$ cat src/rtl/lvds_fwd_pkg.sv
// Shared definitions for the LVDS clock-forwarding controller: state encoding,
// counter width and default phase lengths.
package lvds_fwd_pkg;

  localparam int unsigned CNT_W           = 16;
  localparam int unsigned STARTUP_CYC_DEF = 16;
  localparam int unsigned TRAIN_CYC_DEF   = 64;
  localparam int unsigned DRAIN_CYC_DEF   = 8;

  typedef enum logic [2:0] {
    ST_IDLE  = 3'd0,
    ST_WAIT  = 3'd1,
    ST_TRAIN = 3'd2,
    ST_RUN   = 3'd3,
    ST_DRAIN = 3'd4
  } fwd_state_e;

  // A phase of n cycles loads n-1 so that the counter reads 0 on its last cycle.
  function automatic logic [CNT_W-1:0] cyc_load(input int unsigned n);
    return CNT_W'(n - 1);
  endfunction

endpackage

$ cat src/rtl/lvds_cyc_cnt.sv
// Loadable 16-bit down-counter with a zero flag; holds at zero instead of wrapping.
module lvds_cyc_cnt
  import lvds_fwd_pkg::*;
(
  input  logic             clk_i,
  input  logic             rst_ni,
  input  logic             load_i,
  input  logic [CNT_W-1:0] load_val_i,
  output logic             zero_o
);

  logic [CNT_W-1:0] cnt_q;
  logic [CNT_W-1:0] cnt_d;

  always_comb begin
    cnt_d = cnt_q;
    if (load_i) begin
      cnt_d = load_val_i;
    end else if (cnt_q != '0) begin
      cnt_d = cnt_q - CNT_W'(1);
    end
  end

  always_ff @(posedge clk_i or negedge rst_ni) begin
    if (!rst_ni) begin
      cnt_q <= '0;
    end else begin
      cnt_q <= cnt_d;
    end
  end

  assign zero_o = (cnt_q == '0);

endmodule

$ cat src/rtl/lvds_clk_fwd_ctrl.sv
// Sequencer for a forwarded LVDS clock: gated startup, training, run and drain,
// driving the ODDR2 clock-enable and lane-mode flags as pure Moore outputs.
module lvds_clk_fwd_ctrl
  import lvds_fwd_pkg::*;
#(
  parameter int unsigned STARTUP_CYC = STARTUP_CYC_DEF,
  parameter int unsigned TRAIN_CYC   = TRAIN_CYC_DEF,
  parameter int unsigned DRAIN_CYC   = DRAIN_CYC_DEF
) (
  input  logic       clk_lvds_sdr_in,
  input  logic       rst_n,
  input  logic       start,
  input  logic       stop,
  output logic       clk_ce,
  output logic       train_en,
  output logic       link_ready,
  output logic       busy,
  output logic       stopped,
  output logic [2:0] state_o
);

  fwd_state_e       state_q;
  fwd_state_e       state_d;
  logic             stopped_q;
  logic             stopped_d;
  logic             cnt_load;
  logic [CNT_W-1:0] cnt_load_val;
  logic             cnt_zero;

  lvds_cyc_cnt u_cyc_cnt (
    .clk_i      (clk_lvds_sdr_in),
    .rst_ni     (rst_n),
    .load_i     (cnt_load),
    .load_val_i (cnt_load_val),
    .zero_o     (cnt_zero)
  );

  always_ff @(posedge clk_lvds_sdr_in or negedge rst_n) begin
    if (!rst_n) begin
      state_q   <= ST_IDLE;
      stopped_q <= 1'b0;
    end else begin
      state_q   <= state_d;
      stopped_q <= stopped_d;
    end
  end

  always_comb begin
    state_d = state_q;
    case (state_q)
      ST_IDLE: begin
        if (start && !stop) state_d = ST_WAIT;
      end
      ST_WAIT: begin
        if (stop)          state_d = ST_IDLE;
        else if (cnt_zero) state_d = ST_TRAIN;
      end
      ST_TRAIN: begin
        if (stop)          state_d = ST_DRAIN;
        else if (cnt_zero) state_d = ST_RUN;
      end
      ST_RUN: begin
        if (stop) state_d = ST_DRAIN;
      end
      ST_DRAIN: begin
        if (cnt_zero) state_d = ST_IDLE;
      end
      default: state_d = ST_IDLE;
    endcase
  end

  // Counter is reloaded on every state change so each timed phase starts fresh.
  always_comb begin
    cnt_load     = (state_d != state_q);
    cnt_load_val = '0;
    case (state_d)
      ST_WAIT:  cnt_load_val = cyc_load(STARTUP_CYC);
      ST_TRAIN: cnt_load_val = cyc_load(TRAIN_CYC);
      ST_DRAIN: cnt_load_val = cyc_load(DRAIN_CYC);
      default:  cnt_load_val = '0;
    endcase
    stopped_d = (state_q == ST_DRAIN) && (state_d == ST_IDLE);
  end

  always_comb begin
    clk_ce     = 1'b0;
    train_en   = 1'b0;
    link_ready = 1'b0;
    busy       = (state_q != ST_IDLE);
    stopped    = stopped_q;
    state_o    = state_q;
    case (state_q)
      ST_TRAIN: begin
        clk_ce   = 1'b1;
        train_en = 1'b1;
      end
      ST_RUN: begin
        clk_ce     = 1'b1;
        link_ready = 1'b1;
      end
      ST_DRAIN: clk_ce = 1'b1;
      default:  clk_ce = 1'b0;
    endcase
  end

endmodule

$ cat config.mk
export PLATFORM = sky130hd
export DESIGN_NAME = lvds_clk_fwd_ctrl
export DESIGN_NICKNAME = d
export VERILOG_FILES = /design/src/rtl/lvds_fwd_pkg.sv /design/src/rtl/lvds_cyc_cnt.sv /design/src/rtl/lvds_clk_fwd_ctrl.sv
export SDC_FILE = /design/constraint.sdc
export NUM_CORES = 1
export LEC_CHECK = 0
export ABC_AREA = 0
export CORE_MARGIN = 10
export CORE_UTILIZATION = 45
export CTS_BUF_LIST = sky130_fd_sc_hd__clkbuf_4 sky130_fd_sc_hd__clkbuf_8
export DETAILED_ROUTE_END_ITERATION = 6
export HOLD_SLACK_MARGIN = 0.15
export PLACE_DENSITY = 0.7
export SLEW_MARGIN = 20
export SYNTH_ARGS = -nofsm -noshare
export SYNTH_HDL_FRONTEND = slang
export SYNTH_HIERARCHICAL = 1
export SYNTH_SLANG_ARGS = --single-unit
$ cat constraint.sdc
create_clock -name clk_lvds_sdr_in -period 3.04 [get_ports clk_lvds_sdr_in]
set_clock_uncertainty 0.1 [all_clocks]
set_input_delay 0.608 -clock clk_lvds_sdr_in [delete_from_list [all_inputs] [get_ports clk_lvds_sdr_in]]
set_output_delay 0.608 -clock clk_lvds_sdr_in [all_outputs]
set_load 0.02 [all_outputs]
==> metrics.yaml <==
cts.clk_slew.worst_paths_ns: 0.12
fin_setup_tns_ns: 0
synth_xor_area_share_pct: 5.25
hpwl_um: 2140
slowest_stage: "dfrtp_1"
async_flop_share_pct: 100
start_util_pct: 47.5
cp-start-kind: "flip-flop"
synthFlopType: "dfrtp_1"
io_buffers: 11
holdWs_ns: 0.527
finalCritPeriodShare_pct: 92.0
die_area_mm2: 0.00554
hold_viol_final: 0
syn_avg_cell_area_um2: 9.33
cts_resized: 0
yosysUniqueCellTypes: 48
grt_max_degree: 35
grt_pass1_vias: 1127
cts_buffers: 3
grt_overflow: 0
clock_tree.buffer_depth: 2
cts_root_buf: "clkbuf_4"
drt_pass1_iterations: 4
end_kind: "flip-flop"
min_path_type: "in -> async"
drt-initial-drc-count: 118
synth_edf_count: 0
crit_required_ns: 3.14
place.gp.congestion: 0.803
postCtsSetupBuffers: 0
fp.coreArea_mm2: 0.00281
grt_pass1_wl_um: 5040
drc: 0
final_util_pct: 56.9
max_freq_ghz: 0.358
tightest_slew_ns: 0.731
maxCapViolCount: 0
diodes: 0
nets: 173
yosys_warnings: 6
synth_adder_area_share_pct: 1.78
synth_cells: 143
synth-seq-cells: 20
antenna_found_initial: 0
critPathArrivalTime_ns: 2.89
reg2reg_slack_ns: 0.24
ctsHoldBuffers: 0
cp_cell_sequence: "inv_1, ha_1, nor3b_4, nand3_2, nor2_1, inv_2, maj3_2, a211oi_4, buf_12, nor2b_1, a221o_1"
vias_per_cell: 5.55
cts_tree: "built"
num_rows: 19
synth-compound-area-share_pct: 19.5
finalCriticalPeriod_ns: 2.80
synth-simple-area-share_pct: 30.2
setup-violations-final: 0
path_class: "reg -> reg"
p_leak_nw: 0.677
synth_top_family_by_area: "simple AND/OR/NAND/NOR gates"
rsz0062_at_grt: "false"
final_cell_mix: "dfrtp_1, nand2_1, clkdlybuf4s50_1, conb_1, nand2b_1"
synth_area_mm2: 0.00133
status: "complete, no violations"
chipHeight_um: 74.4
drive_gt1_share_pct: 14.4
synthMuxAreaShare_pct: 1.59
slew_headroom_pct: 50.8
mostFrequentLayoutCell: "dfrtp_1"
clk_latency_ns: 0.30
htreeDepth: 1
wl_per_cell_um: 14.9
cp_slowest_stage_delay_ns: 0.44
io_pins: 12
vdd.ir_drop.worst_uv: 216
ant_nets: 0
yosysSeqAreaShare_pct: 37.5
slew_violations: 0
cts_num_sinks: 20
area_delta_synth_final_pct: 19.7
total_power_w: 0.000895
track_usage_pct: 11.3
vias: 1099
power_density_mw_per_mm2: 561
cp_max_fo: 34
detail_route.wirelength_um: 2950
chipWidth_um: 74.4
## metal layers
metal  global-route usage [%]  vias up  wire (um)  share of wire [%]
met5                        0        -          0                  0
met4                     3.15        0         12               0.41
met3                     3.59        2        156                5.3
met2                     18.7       20       1380                 47
met1                     13.7      517       1400                 47
li1                         -      560          -                  -
## metrics by stage
stage,worst slack [ns],std cells,instance area [um^2]
5_1_grt,0.0142,198,1600
3_5_place_dp,0.249,194,1560
4_1_cts,0.243,198,1600
2_1_floorplan,0.0123,152,1370
3_3_place_gp,0.313,194,1560
6_report,0.243,198,1600
## kinds of logic (layout without fill, tap and decap cells)
group / after synthesis / after routing
xor gates and xnor gates: 8 / 8
adders and majority gates: 2 / 2
muxes: 2 / 2
buffers and inverters: 12 / 27
other: 1 / 10
and+or+nand+nor: 64 / 64
DFF: 20 / 20
AOI/OAI and AO/OA: 34 / 34
## path summary, 6_finish.rpt
check,from,end,cells past startpoint
min reg2reg,u_cyc_cnt/cnt_q[6]$_DFFE_PN0P_,u_cyc_cnt/cnt_q[6]$_DFFE_PN0P_,2
max in group asynchronous,rst_n,u_cyc_cnt/cnt_q[2]$_DFFE_PN0P_,2
max reg2reg,u_cyc_cnt/cnt_q[0]$_DFFE_PN0P_,u_cyc_cnt/cnt_q[14]$_DFFE_PN0P_,11
min in group clk_lvds_sdr_in,u_cyc_cnt/cnt_q[6]$_DFFE_PN0P_,u_cyc_cnt/cnt_q[6]$_DFFE_PN0P_,2
min,rst_n,u_cyc_cnt/cnt_q[7]$_DFFE_PN0P_,2
max,u_cyc_cnt/cnt_q[0]$_DFFE_PN0P_,u_cyc_cnt/cnt_q[14]$_DFFE_PN0P_,11
## final cells by class
type                            count  area (um^2)
Clock buffer                        4         36.3
Fill cell                         260         1210
Inverter                            4         15.0
Multi-Input combinational cell    120          823
Sequential cell                    20          500
Tap cell                           31         38.8
Timing Repair Buffer               19          183
## worst max-delay path: cells and delay by family, from the launching register on
family / cells / cell delay (ns)
AND/OR/NAND/NOR: 4 / 0.66
adder cells (fa/ha/maj): 2 / 0.52
flip-flops: 1 / 0.44
buffers and inverters: 3 / 0.36
AO/OA/AOI/OAI: 2 / 0.61
## power by group
group | switching [W] | internal (W) | leakage (nW) | total, W
combinational | 0.000165 | 0.000163 | 0.410 | 0.000328
clock | 0.0000819 | 0.0000730 | 0.0210 | 0.000155
sequential | 0.0000824 | 0.000329 | 0.245 | 0.000412
## registers in the layout (all words and copies together), names as in the netlist
register         flops
state_o              3
stopped              1
u_cyc_cnt/cnt_q     16
## synthesized netlist by cell type, drive strengths merged (2+ instances only)
| master | instances | area share (%) |
|---|---|---|
| a21boi | 2 | 1.1 |
| a21o | 3 | 1.7 |
| a21oi | 4 | 1.5 |
| a221o | 2 | 1.5 |
| and2b | 2 | 1.1 |
| and3 | 3 | 1.6 |
| buf | 5 | 1.9 |
| clkbuf | 3 | 0.84 |
| dfrtp | 20 | 38 |
| inv | 4 | 1.1 |
| nand2 | 12 | 3.4 |
| nand2b | 9 | 4.2 |
| nand3 | 3 | 1.5 |
| nand3b | 2 | 1.1 |
| nand4 | 2 | 0.94 |
| nand4b | 2 | 1.3 |
| nor2 | 7 | 2.0 |
| nor2b | 5 | 2.3 |
| nor3 | 6 | 2.3 |
| nor4 | 4 | 3.9 |
| o211a | 6 | 4.5 |
| o21ai | 7 | 2.6 |
| o21bai | 2 | 1.1 |
| o31a | 2 | 1.3 |
| or3 | 2 | 0.94 |
| xnor2 | 8 | 5.3 |
Note: power is estimated with default switching activity, not from simulation.
